<file path="src/rtl/ctrl_pkg.sv">
// ctrl_pkg: shared definitions for the ID-stage control unit.
//   - RV32 base opcode constants and funct7 values used by the decoder
//   - aluop_e: the 3-bit ALU operation class handed to EX
//   - ctrl_t: packed control bundle (7 control bits + aluop)
//   - BUBBLE: the all-zero bundle loaded on stall/flush/reset
//   - md_state_e: multi-cycle sequencer state, also exported for debug
//   - funct legality helpers shared by the decoder
package ctrl_pkg;

  localparam logic [6:0] OP_R      = 7'b0110011;
  localparam logic [6:0] OP_I      = 7'b0010011;
  localparam logic [6:0] OP_LOAD   = 7'b0000011;
  localparam logic [6:0] OP_STORE  = 7'b0100011;
  localparam logic [6:0] OP_BRANCH = 7'b1100011;
  localparam logic [6:0] OP_JAL    = 7'b1101111;
  localparam logic [6:0] OP_JALR   = 7'b1100111;
  localparam logic [6:0] OP_LUI    = 7'b0110111;
  localparam logic [6:0] OP_AUIPC  = 7'b0010111;

  localparam logic [6:0] F7_BASE   = 7'b0000000;
  localparam logic [6:0] F7_ALT    = 7'b0100000;  // SUB / SRA / SRAI
  localparam logic [6:0] F7_MULDIV = 7'b0000001;

  typedef enum logic [2:0] {
    ALU_R    = 3'b000,
    ALU_I    = 3'b001,
    ALU_ADDR = 3'b010,
    ALU_BR   = 3'b011,
    ALU_LUI  = 3'b100,
    ALU_PC   = 3'b101,
    ALU_MD   = 3'b110
  } aluop_e;

  typedef struct packed {
    logic   alusrc;
    logic   regwrite;
    logic   memread;
    logic   memwrite;
    logic   memtoreg;
    logic   branch;
    logic   jump;
    aluop_e aluop;
  } ctrl_t;

  localparam ctrl_t BUBBLE = '{
    alusrc: 1'b0, regwrite: 1'b0, memread: 1'b0, memwrite: 1'b0,
    memtoreg: 1'b0, branch: 1'b0, jump: 1'b0, aluop: ALU_R
  };

  typedef enum logic {
    MD_IDLE = 1'b0,
    MD_BUSY = 1'b1
  } md_state_e;

  // Base R-type: funct7 must be zero, except SUB (f3=000) and SRA (f3=101).
  function automatic logic r_funct_ok(logic [2:0] f3, logic [6:0] f7);
    return (f7 == F7_BASE) ||
           ((f7 == F7_ALT) && ((f3 == 3'b000) || (f3 == 3'b101)));
  endfunction

  // I-type shifts carry a funct7 field; other I-type ops use it as immediate.
  function automatic logic i_funct_ok(logic [2:0] f3, logic [6:0] f7);
    case (f3)
      3'b001:  return (f7 == F7_BASE);
      3'b101:  return (f7 == F7_BASE) || (f7 == F7_ALT);
      default: return 1'b1;
    endcase
  endfunction

endpackage

</file>
<file path="src/rtl/ctrl_id_stage_if.sv">
// ctrl_id_stage_if: ID-side connection between the IF/ID pipeline register
// and the ID-stage control unit.
//   inst       : instruction held in IF/ID
//   inst_valid : IF/ID holds a real instruction (0 = bubble)
//   hold       : global freeze from the memory system
//   flush      : branch/jump taken, squash the ID instruction
//   stall      : control unit asks upstream to hold PC and IF/ID
//
// Handshake: the instruction in IF/ID is consumed on a rising clock edge
// where inst_valid=1 and stall=0; while stall=1 the master keeps inst and
// inst_valid unchanged. flush is not gated by stall and takes effect on the
// edge it is sampled unless the stage is frozen or a multi-cycle op is
// running.
interface ctrl_id_stage_if;
  logic [31:0] inst;
  logic        inst_valid;
  logic        hold;
  logic        flush;
  logic        stall;

  modport master (output inst, output inst_valid, output hold, output flush,
                  input stall);
  modport slave  (input inst, input inst_valid, input hold, input flush,
                  output stall);
endinterface

</file>
<file path="src/rtl/ctrl_decode.sv">
// ctrl_decode: purely combinational RV32 control decoder.
//   inst_valid_i : 0 decodes as a bubble, never illegal
//   opcode_i     : inst[6:0]
//   funct3_i     : inst[14:12]
//   funct7_i     : inst[31:25]
//   ctrl_o       : control bundle (BUBBLE for bubbles and illegal encodings)
//   rs1_used_o   : the instruction reads rs1
//   rs2_used_o   : the instruction reads rs2
//   illegal_o    : unknown opcode or funct combination
// Build option: CTRL_MULDIV_EN enables decoding of funct7=0000001 R-type as
// MULDIV; without it those encodings are illegal.
module ctrl_decode
  import ctrl_pkg::*;
(
  input  logic       inst_valid_i,
  input  logic [6:0] opcode_i,
  input  logic [2:0] funct3_i,
  input  logic [6:0] funct7_i,
  output ctrl_t      ctrl_o,
  output logic       rs1_used_o,
  output logic       rs2_used_o,
  output logic       illegal_o
);

  always_comb begin
    ctrl_o     = BUBBLE;
    rs1_used_o = 1'b0;
    rs2_used_o = 1'b0;
    illegal_o  = 1'b0;
    if (inst_valid_i) begin
      case (opcode_i)
        OP_R: begin
          if (r_funct_ok(funct3_i, funct7_i)) begin
            ctrl_o.regwrite = 1'b1;
            ctrl_o.aluop    = ALU_R;
            rs1_used_o      = 1'b1;
            rs2_used_o      = 1'b1;
          end
`ifdef CTRL_MULDIV_EN
          else if (funct7_i == F7_MULDIV) begin
            ctrl_o.regwrite = 1'b1;
            ctrl_o.aluop    = ALU_MD;
            rs1_used_o      = 1'b1;
            rs2_used_o      = 1'b1;
          end
`endif
          else begin
            illegal_o = 1'b1;
          end
        end
        OP_I: begin
          if (i_funct_ok(funct3_i, funct7_i)) begin
            ctrl_o.alusrc   = 1'b1;
            ctrl_o.regwrite = 1'b1;
            ctrl_o.aluop    = ALU_I;
            rs1_used_o      = 1'b1;
          end else begin
            illegal_o = 1'b1;
          end
        end
        OP_LOAD: begin
          // LB, LH, LW, LBU, LHU
          if ((funct3_i != 3'b011) && (funct3_i[2:1] != 2'b11)) begin
            ctrl_o.alusrc   = 1'b1;
            ctrl_o.regwrite = 1'b1;
            ctrl_o.memread  = 1'b1;
            ctrl_o.memtoreg = 1'b1;
            ctrl_o.aluop    = ALU_ADDR;
            rs1_used_o      = 1'b1;
          end else begin
            illegal_o = 1'b1;
          end
        end
        OP_STORE: begin
          // SB, SH, SW
          if ((funct3_i[2] == 1'b0) && (funct3_i[1:0] != 2'b11)) begin
            ctrl_o.alusrc   = 1'b1;
            ctrl_o.memwrite = 1'b1;
            ctrl_o.aluop    = ALU_ADDR;
            rs1_used_o      = 1'b1;
            rs2_used_o      = 1'b1;
          end else begin
            illegal_o = 1'b1;
          end
        end
        OP_BRANCH: begin
          // funct3 010 and 011 are unassigned
          if (funct3_i[2:1] != 2'b01) begin
            ctrl_o.branch = 1'b1;
            ctrl_o.aluop  = ALU_BR;
            rs1_used_o    = 1'b1;
            rs2_used_o    = 1'b1;
          end else begin
            illegal_o = 1'b1;
          end
        end
        OP_JAL: begin
          ctrl_o.jump     = 1'b1;
          ctrl_o.regwrite = 1'b1;
          ctrl_o.aluop    = ALU_PC;
        end
        OP_JALR: begin
          if (funct3_i == 3'b000) begin
            ctrl_o.jump     = 1'b1;
            ctrl_o.regwrite = 1'b1;
            ctrl_o.aluop    = ALU_PC;
            rs1_used_o      = 1'b1;
          end else begin
            illegal_o = 1'b1;
          end
        end
        OP_LUI: begin
          ctrl_o.alusrc   = 1'b1;
          ctrl_o.regwrite = 1'b1;
          ctrl_o.aluop    = ALU_LUI;
        end
        OP_AUIPC: begin
          ctrl_o.alusrc   = 1'b1;
          ctrl_o.regwrite = 1'b1;
          ctrl_o.aluop    = ALU_PC;
        end
        default: illegal_o = 1'b1;
      endcase
    end
  end

endmodule

</file>
<file path="src/rtl/ctrl_id_stage.sv">
// ctrl_id_stage: ID-stage control unit for the pipelined RV32 core.
// Decodes the ID instruction (via ctrl_decode), owns the ID/EX control
// register, raises the load-use stall and sequences multi-cycle MUL/DIV ops.
//   Parameters: REG_AW register-address width, MD_LAT EX latency of MUL/DIV
//               (1..16)
//   clk_i, rst_i  : clock, synchronous active-high reset
//   id_if         : ID-side bundle (inst, inst_valid, hold, flush in; stall out)
//   ex_*_o        : registered control bundle of the EX instruction
//   ex_rd_o       : destination register of the EX instruction (0 if none)
//   ex_md_busy_o  : multi-cycle op in progress
//   illegal_o     : registered; last instruction loaded was illegal
//   md_state_o    : sequencer state, for observation
// Build option: CTRL_MULDIV_EN adds MULDIV decode plus the busy sequencer;
// without it ex_md_busy_o is 0, md_state_o is MD_IDLE and MD_LAT is unused.
module ctrl_id_stage
  import ctrl_pkg::*;
#(
  parameter int unsigned REG_AW = 5,
  parameter int unsigned MD_LAT = 4
) (
  input  logic              clk_i,
  input  logic              rst_i,
  ctrl_id_stage_if.slave    id_if,
  output logic [2:0]        ex_aluop_o,
  output logic              ex_alusrc_o,
  output logic              ex_regwrite_o,
  output logic              ex_memread_o,
  output logic              ex_memwrite_o,
  output logic              ex_memtoreg_o,
  output logic              ex_branch_o,
  output logic              ex_jump_o,
  output logic [REG_AW-1:0] ex_rd_o,
  output logic              ex_md_busy_o,
  output logic              illegal_o,
  output md_state_e         md_state_o
);

  ctrl_t             dec_ctrl;
  logic              dec_rs1_used;
  logic              dec_rs2_used;
  logic              dec_illegal;
  logic [REG_AW-1:0] id_rd;
  logic [REG_AW-1:0] id_rs1;
  logic [REG_AW-1:0] id_rs2;

  ctrl_t             ex_ctrl_q;
  logic [REG_AW-1:0] ex_rd_q;
  logic              illegal_q;

  logic              md_busy;
  logic              load_use;
  logic              advance_en;

  ctrl_decode u_decode (
    .inst_valid_i (id_if.inst_valid),
    .opcode_i     (id_if.inst[6:0]),
    .funct3_i     (id_if.inst[14:12]),
    .funct7_i     (id_if.inst[31:25]),
    .ctrl_o       (dec_ctrl),
    .rs1_used_o   (dec_rs1_used),
    .rs2_used_o   (dec_rs2_used),
    .illegal_o    (dec_illegal)
  );

  assign id_rd  = REG_AW'(id_if.inst[11:7]);
  assign id_rs1 = REG_AW'(id_if.inst[19:15]);
  assign id_rs2 = REG_AW'(id_if.inst[24:20]);

  // Load in EX whose result a used source of the ID instruction needs.
  // The used-flags are already zero for bubbles, so inst_valid is implied.
  always_comb begin
    load_use = 1'b0;
    if (ex_ctrl_q.memread && (ex_rd_q != '0)) begin
      load_use = (dec_rs1_used && (id_rs1 == ex_rd_q)) ||
                 (dec_rs2_used && (id_rs2 == ex_rd_q));
    end
  end

  // ID/EX may change only when neither frozen nor sequencing a MUL/DIV.
  assign advance_en = !id_if.hold && !md_busy;

  // flush is deliberately absent: stall must not depend on it.
  assign id_if.stall = id_if.hold || md_busy || load_use;

  // ID/EX control register. Bubble on flush or load-use; rd is recorded only
  // for instructions that write a register so EX never sees a stale rd.
  always_ff @(posedge clk_i) begin
    if (rst_i) begin
      ex_ctrl_q <= BUBBLE;
      ex_rd_q   <= '0;
      illegal_q <= 1'b0;
    end else if (advance_en) begin
      if (id_if.flush || load_use) begin
        ex_ctrl_q <= BUBBLE;
        ex_rd_q   <= '0;
        illegal_q <= 1'b0;
      end else begin
        ex_ctrl_q <= dec_ctrl;
        ex_rd_q   <= dec_ctrl.regwrite ? id_rd : '0;
        illegal_q <= dec_illegal;
      end
    end
  end

`ifdef CTRL_MULDIV_EN
  // The op occupies EX for MD_LAT cycles: one BUSY cycle per count from
  // MD_LAT-2 down to 0, then a final IDLE cycle in which ID/EX advances.
  localparam int unsigned CNT_W       = (MD_LAT > 1) ? $clog2(MD_LAT) : 1;
  localparam int unsigned CNT_INIT    = (MD_LAT > 1) ? (MD_LAT - 2) : 0;
  localparam bit          MD_MULTI    = (MD_LAT > 1);

  md_state_e          md_state_q;
  md_state_e          md_state_d;
  logic [CNT_W-1:0]   md_cnt_q;
  logic [CNT_W-1:0]   md_cnt_d;
  logic               md_start;

  assign md_start = MD_MULTI && advance_en && !id_if.flush && !load_use &&
                    (dec_ctrl.aluop == ALU_MD);

  always_ff @(posedge clk_i) begin
    if (rst_i) begin
      md_state_q <= MD_IDLE;
      md_cnt_q   <= '0;
    end else if (!id_if.hold) begin
      md_state_q <= md_state_d;
      md_cnt_q   <= md_cnt_d;
    end
  end

  always_comb begin
    md_state_d = md_state_q;
    md_cnt_d   = md_cnt_q;
    case (md_state_q)
      MD_IDLE: begin
        if (md_start) begin
          md_state_d = MD_BUSY;
          md_cnt_d   = CNT_W'(CNT_INIT);
        end
      end
      MD_BUSY: begin
        if (md_cnt_q == '0) begin
          md_state_d = MD_IDLE;
        end else begin
          md_cnt_d = md_cnt_q - 1'b1;
        end
      end
      default: begin
        md_state_d = MD_IDLE;
        md_cnt_d   = '0;
      end
    endcase
  end

  always_comb begin
    md_busy    = (md_state_q == MD_BUSY);
    md_state_o = md_state_q;
  end
`else
  logic unused_md_lat;

  assign md_busy       = 1'b0;
  assign md_state_o    = MD_IDLE;
  assign unused_md_lat = ^MD_LAT;
`endif

  assign ex_aluop_o    = ex_ctrl_q.aluop;
  assign ex_alusrc_o   = ex_ctrl_q.alusrc;
  assign ex_regwrite_o = ex_ctrl_q.regwrite;
  assign ex_memread_o  = ex_ctrl_q.memread;
  assign ex_memwrite_o = ex_ctrl_q.memwrite;
  assign ex_memtoreg_o = ex_ctrl_q.memtoreg;
  assign ex_branch_o   = ex_ctrl_q.branch;
  assign ex_jump_o     = ex_ctrl_q.jump;
  assign ex_rd_o       = ex_rd_q;
  assign ex_md_busy_o  = md_busy;
  assign illegal_o     = illegal_q;

endmodule

</file>
<file path="src/flat_wrapper.sv">
// flat-port wrapper written by rule: the top's interface ports become plain ports
module ctrl_id_stage_flat import ctrl_pkg::*;
#(
  parameter int unsigned REG_AW = 5,
  parameter int unsigned MD_LAT = 4
)
  (clk_i, rst_i, ex_aluop_o, ex_alusrc_o, ex_regwrite_o, ex_memread_o, ex_memwrite_o, ex_memtoreg_o, ex_branch_o, ex_jump_o, ex_rd_o, ex_md_busy_o, illegal_o, md_state_o, id_if_inst, id_if_inst_valid, id_if_hold, id_if_flush, id_if_stall);
  ctrl_id_stage_if id_if_i ();
  input  logic clk_i;
  input  logic rst_i;
  output logic [2:0] ex_aluop_o;
  output logic ex_alusrc_o;
  output logic ex_regwrite_o;
  output logic ex_memread_o;
  output logic ex_memwrite_o;
  output logic ex_memtoreg_o;
  output logic ex_branch_o;
  output logic ex_jump_o;
  output logic [REG_AW-1:0] ex_rd_o;
  output logic ex_md_busy_o;
  output logic illegal_o;
  output md_state_e md_state_o;
  input wire logic [$bits(id_if_i.inst)-1:0] id_if_inst;
  input wire logic [$bits(id_if_i.inst_valid)-1:0] id_if_inst_valid;
  input wire logic [$bits(id_if_i.hold)-1:0] id_if_hold;
  input wire logic [$bits(id_if_i.flush)-1:0] id_if_flush;
  output wire logic [$bits(id_if_i.stall)-1:0] id_if_stall;
  assign id_if_i.inst = id_if_inst;
  assign id_if_i.inst_valid = id_if_inst_valid;
  assign id_if_i.hold = id_if_hold;
  assign id_if_i.flush = id_if_flush;
  assign id_if_stall = id_if_i.stall;
  ctrl_id_stage #(.REG_AW(REG_AW), .MD_LAT(MD_LAT)) u_core (.clk_i(clk_i), .rst_i(rst_i), .id_if(id_if_i), .ex_aluop_o(ex_aluop_o), .ex_alusrc_o(ex_alusrc_o), .ex_regwrite_o(ex_regwrite_o), .ex_memread_o(ex_memread_o), .ex_memwrite_o(ex_memwrite_o), .ex_memtoreg_o(ex_memtoreg_o), .ex_branch_o(ex_branch_o), .ex_jump_o(ex_jump_o), .ex_rd_o(ex_rd_o), .ex_md_busy_o(ex_md_busy_o), .illegal_o(illegal_o), .md_state_o(md_state_o));
endmodule
</file>
<file path="config.mk">
export PLATFORM = sky130hd
export DESIGN_NAME = ctrl_id_stage_flat
export DESIGN_NICKNAME = d
export VERILOG_FILES = /design/src/rtl/ctrl_pkg.sv /design/src/rtl/ctrl_id_stage_if.sv /design/src/rtl/ctrl_decode.sv /design/src/rtl/ctrl_id_stage.sv /design/src/flat_wrapper.sv
export SDC_FILE = /design/constraint.sdc
export NUM_CORES = 1
export LEC_CHECK = 0
export CORE_MARGIN = 8
export CORE_UTILIZATION = 44
export CTS_CLUSTER_SIZE = 16
export DETAILED_ROUTE_END_ITERATION = 6
export PLACE_DENSITY = 0.8
export SETUP_SLACK_MARGIN = 0.05
export SYNTH_ARGS = -nofsm -noshare
export SYNTH_HDL_FRONTEND = slang
export SYNTH_HIERARCHICAL = 1
export SYNTH_SLANG_ARGS = --single-unit
</file>
<file path="constraint.sdc">
create_clock -name clk_i -period 3.6 [get_ports clk_i]
set_clock_uncertainty 0.15 [all_clocks]
set_input_delay 0.72 -clock clk_i [delete_from_list [all_inputs] [get_ports clk_i]]
set_output_delay 0.72 -clock clk_i [all_outputs]
set_load 0.05 [all_outputs]
</file>
==> results.sh <==
export IMPL_status="finished clean"
export IMPL_worst_ep_arrival_time_ps=2610
export IMPL_drtIter0Drc=144
export IMPL_synth_top_area_share_pct=22.6
export IMPL_wire_per_inst_um=17.1
export IMPL_clkSinkCount=16
export IMPL_maxSlewViolCount=0
export IMPL_syn_to_final_growth_pct=63.0
export IMPL_ys_types=51
export IMPL_hold_buffers=0
export IMPL_path_cells="dlygate4sd2_1, nor4_4, a311oi_2, o31ai_2, a41oi_2, a31oi_1, nand2_1, o22ai_2, a21o_1, buf_12"
export IMPL_ir_drop_mv=0.215
export IMPL_place_gp_congestion=0.966
export IMPL_max_stage_delay_ps=330
export IMPL_holdPathEnd="u_core/ex_memwrite_o"
export IMPL_vias=1740
export IMPL_r2r_start="u_core/ex_rd_o[1]"
export IMPL_tightest_slew_ps=598
export IMPL_worstPathRequired_ps=2730
export IMPL_setup_viol=0
export IMPL_grt_max_degree=18
export IMPL_diodes=0
export IMPL_portBuffers=53
export IMPL_synth_warnings=6
export IMPL_timing_final_crit_share_pct=96.5
export IMPL_clock_path_buffers=2
export IMPL_hold_path_startpoint="u_core/ex_memwrite_o"
export IMPL_gr_total_overflow=0
export IMPL_r2r_end="u_core/ex_rd_o[3]"
export IMPL_clock_latency_ps=280
export IMPL_cap_viol_max_count=0
export IMPL_min_delay_path_depth=2
export IMPL_rsz0062_at_grt="no"
export IMPL_wirelength_um=5260
export IMPL_fmax_ghz=0.288
export IMPL_die_h_um=72.8
export IMPL_ys_seq_elements=16
export IMPL_drive_gt1_share_pct=27.4
export IMPL_period_needed_ps=3480
export IMPL_crit_path_end_kind="primary output"
export IMPL_regToRegSetupSlack_ps=1910
export IMPL_power_density_nw_per_um2=186
export IMPL_coreArea_um2=3050
export IMPL_die_w_um=72.8
export IMPL_yosys_area_top_type="dfxtp_1"
export IMPL_critPathKind="input pin to primary output"
export IMPL_dp_cells=283
export IMPL_yosysSeqAreaShare_pct=22.6
export IMPL_fin_cells=307
export IMPL_cts_root_buffer="clkbuf_4"
export IMPL_drtPass1Iterations=4
export IMPL_reg2regPathDepth=4
export IMPL_ctsHtreeMaxLevel=1
export IMPL_path_clk_slew_ps=90
export IMPL_cp_slowest_cell="o31ai_2"
export IMPL_finalHoldViolations=0
export IMPL_initial_utilization_pct=46.4
export IMPL_drcViolationCount=0
export IMPL_grt_pass1_wl_um=7870
export IMPL_start_kind="input pin"
export IMPL_cp_num_buf_inv=2
export IMPL_synth_area_um2=1420
export IMPL_place_hpwl_um=3630
export IMPL_dieArea_um2=5290
export IMPL_relSlewSlack_pct=60.1
export IMPL_io_pins=56
export IMPL_placementRows=20
export IMPL_yosys_top_cells_area="dfxtp_1, a2bb2oi_1, xnor2_1"
export IMPL_power_uw=429
export IMPL_antenna_found_initial=0
export IMPL_nets=301
export IMPL_cts_buffers=3
export IMPL_grtUsageTotal_pct=18.4
export IMPL_syn_inst=181
export IMPL_cts_tree="done"
export IMPL_cp_max_fo=2
export IMPL_avgSynthCellArea_um2=7.83
export IMPL_crit_family="compound AO/OA/AOI/OAI gates"
export IMPL_total_leakage_power_nw=0.968
export IMPL_hold_path_class="flop to flop"
export IMPL_via_per_inst=5.67
export IMPL_postRouteAntennaNets=0
export IMPL_grt_pass1_vias=1675
==> layout make-up <==
type                            count  area [um2]
Tap cell                           44        55.1
Fill cell                         245         742
Clock buffer                        4        36.3
Inverter                            4        15.0
Timing Repair Buffer               93         862
Sequential cell                    16         320
Multi-Input combinational cell    146        1020
==> layout by cell type (no fill, tap or decap), drive strengths merged, types with 3 or more instances in the layout <==
cell           count
buf               41
clkdlybuf4s50     39
nand2             22
o21ai             22
dfxtp             16
a2bb2oi           15
xnor2             10
nor2              10
dlymetal6s2s       9
nand3              8
nor3               8
a21oi              5
dlygate4sd2        4
clkbuf             4
inv                4
nor4               4
nand4              3
a31oi              3
and3               3
o21a               3
and2               3
nand2b             3
==> registers in the layout, summed over array words and instances, names as in the netlist <==
| name | flops |
|---|---|
| u_core/ex_rd_o | 5 |
| u_core/ex_regwrite_o | 1 |
| u_core/ex_memread_o | 1 |
| u_core/illegal_o | 1 |
| u_core/ex_aluop_o | 3 |
| u_core/ex_memwrite_o | 1 |
| u_core/ex_jump_o | 1 |
| u_core/ex_branch_o | 1 |
| u_core/ex_alusrc_o | 1 |
| u_core/ex_memtoreg_o | 1 |
==> stage by stage <==
| stage | hold slack (ps) | instance area [um2] | util, % | TNS, ps | setup slack, ps |
|---|---|---|---|---|---|
| floorplan | 599 | 1420 | - | 0 | 258 |
| global placement | 302 | 2060 | 67.6 | -8.09 | -8.09 |
| detailed placement | 306 | 2060 | 67.6 | -52.9 | -52.9 |
| CTS | 332 | 2240 | 73.4 | 0 | 50.0 |
| global route | 356 | 2310 | 75.7 | 0 | 28.3 |
| finish | 327 | 2310 | 75.7 | 0 | 125 |
==> metal layers <==
layer  up-vias  global-route usage [%]  part of all wire (%)  wire length (um)
li1        839                       -                     -                 -
met1       792                    22.1                    41              2170
met2        87                    30.3                    48              2540
met3        22                    4.12                   6.8               356
met4         0                    8.22                   3.7               193
met5         -                       0                     0                 0
==> power breakdown <==
part / total (mW) / internal, mW / switching (mW)
clock: 0.118 / 0.0615 / 0.0562
sequential: 0.178 / 0.178 / 0.000518
combinational: 0.133 / 0.0680 / 0.0651
total: 0.429 / 0.307 / 0.122
==> synthesized netlist by cell type, drive strengths merged <==
master    n
nand2    22
a2111o    1
o21a      3
nor2b     1
o21ai    22
inv       4
o22ai     2
a311oi    1
and4b     1
o211ai    1
xor2      1
a21oi     5
nor3      8
and2      3
nand3     8
o31ai     1
o311ai    1
and4bb    1
a21o      1
a22oi     1
o2bb2ai   1
clkbuf    3
nor4      4
a31oi     3
and3      3
nor2     10
o21bai    1
a221oi    2
a2bb2oi  15
conb      1
a41oi     2
nand4b    2
or4       1
buf      13
nand4     3
dfxtp    16
xnor2    10
nand2b    3
==> worst max path at each step <==
stage | start | endpoint | slack (ps) | depth (start not counted)
finish | id_if_inst[27] | id_if_stall | 120 | 10
global route | id_if_inst[29] | id_if_stall | 30 | 10
CTS | id_if_inst[0] | id_if_stall | 50 | 10
detailed placement | id_if_inst[26] | id_if_stall | -50 | 10
global placement | id_if_inst[4] | id_if_stall | -8 | 9
floorplan | id_if_inst[26] | id_if_stall | 260 | 8
==> what timing repair did <==
action	CTS	global route
resized for setup	10	13
setup buffers	16	4
endpoints found under the setup margin	1	2
pin swaps	5	8
==> worst register-to-register path, cell delays in order, from the launching register on <==
cell and delay [ps]:
dfxtp_1 380, or4_1 550, o21a_4 290, o21ai_1 140, o21bai_1 110
==> cell families (layout without fill, tap and decap cells) <==
| family | Yosys count | after routing | share of synthesized area (%) |
|---|---|---|---|
| xor gates and xnor gates | 11 | 11 | 6.80 |
| and+or+nand+nor | 70 | 70 | 26.9 |
| DFF | 16 | 16 | 22.6 |
| other | 1 | 2 | 0.265 |
| AOI/OAI and AO/OA | 63 | 63 | 35.0 |
| buffers and inverters | 20 | 101 | 8.38 |
(Power assumes the default switching activity.)
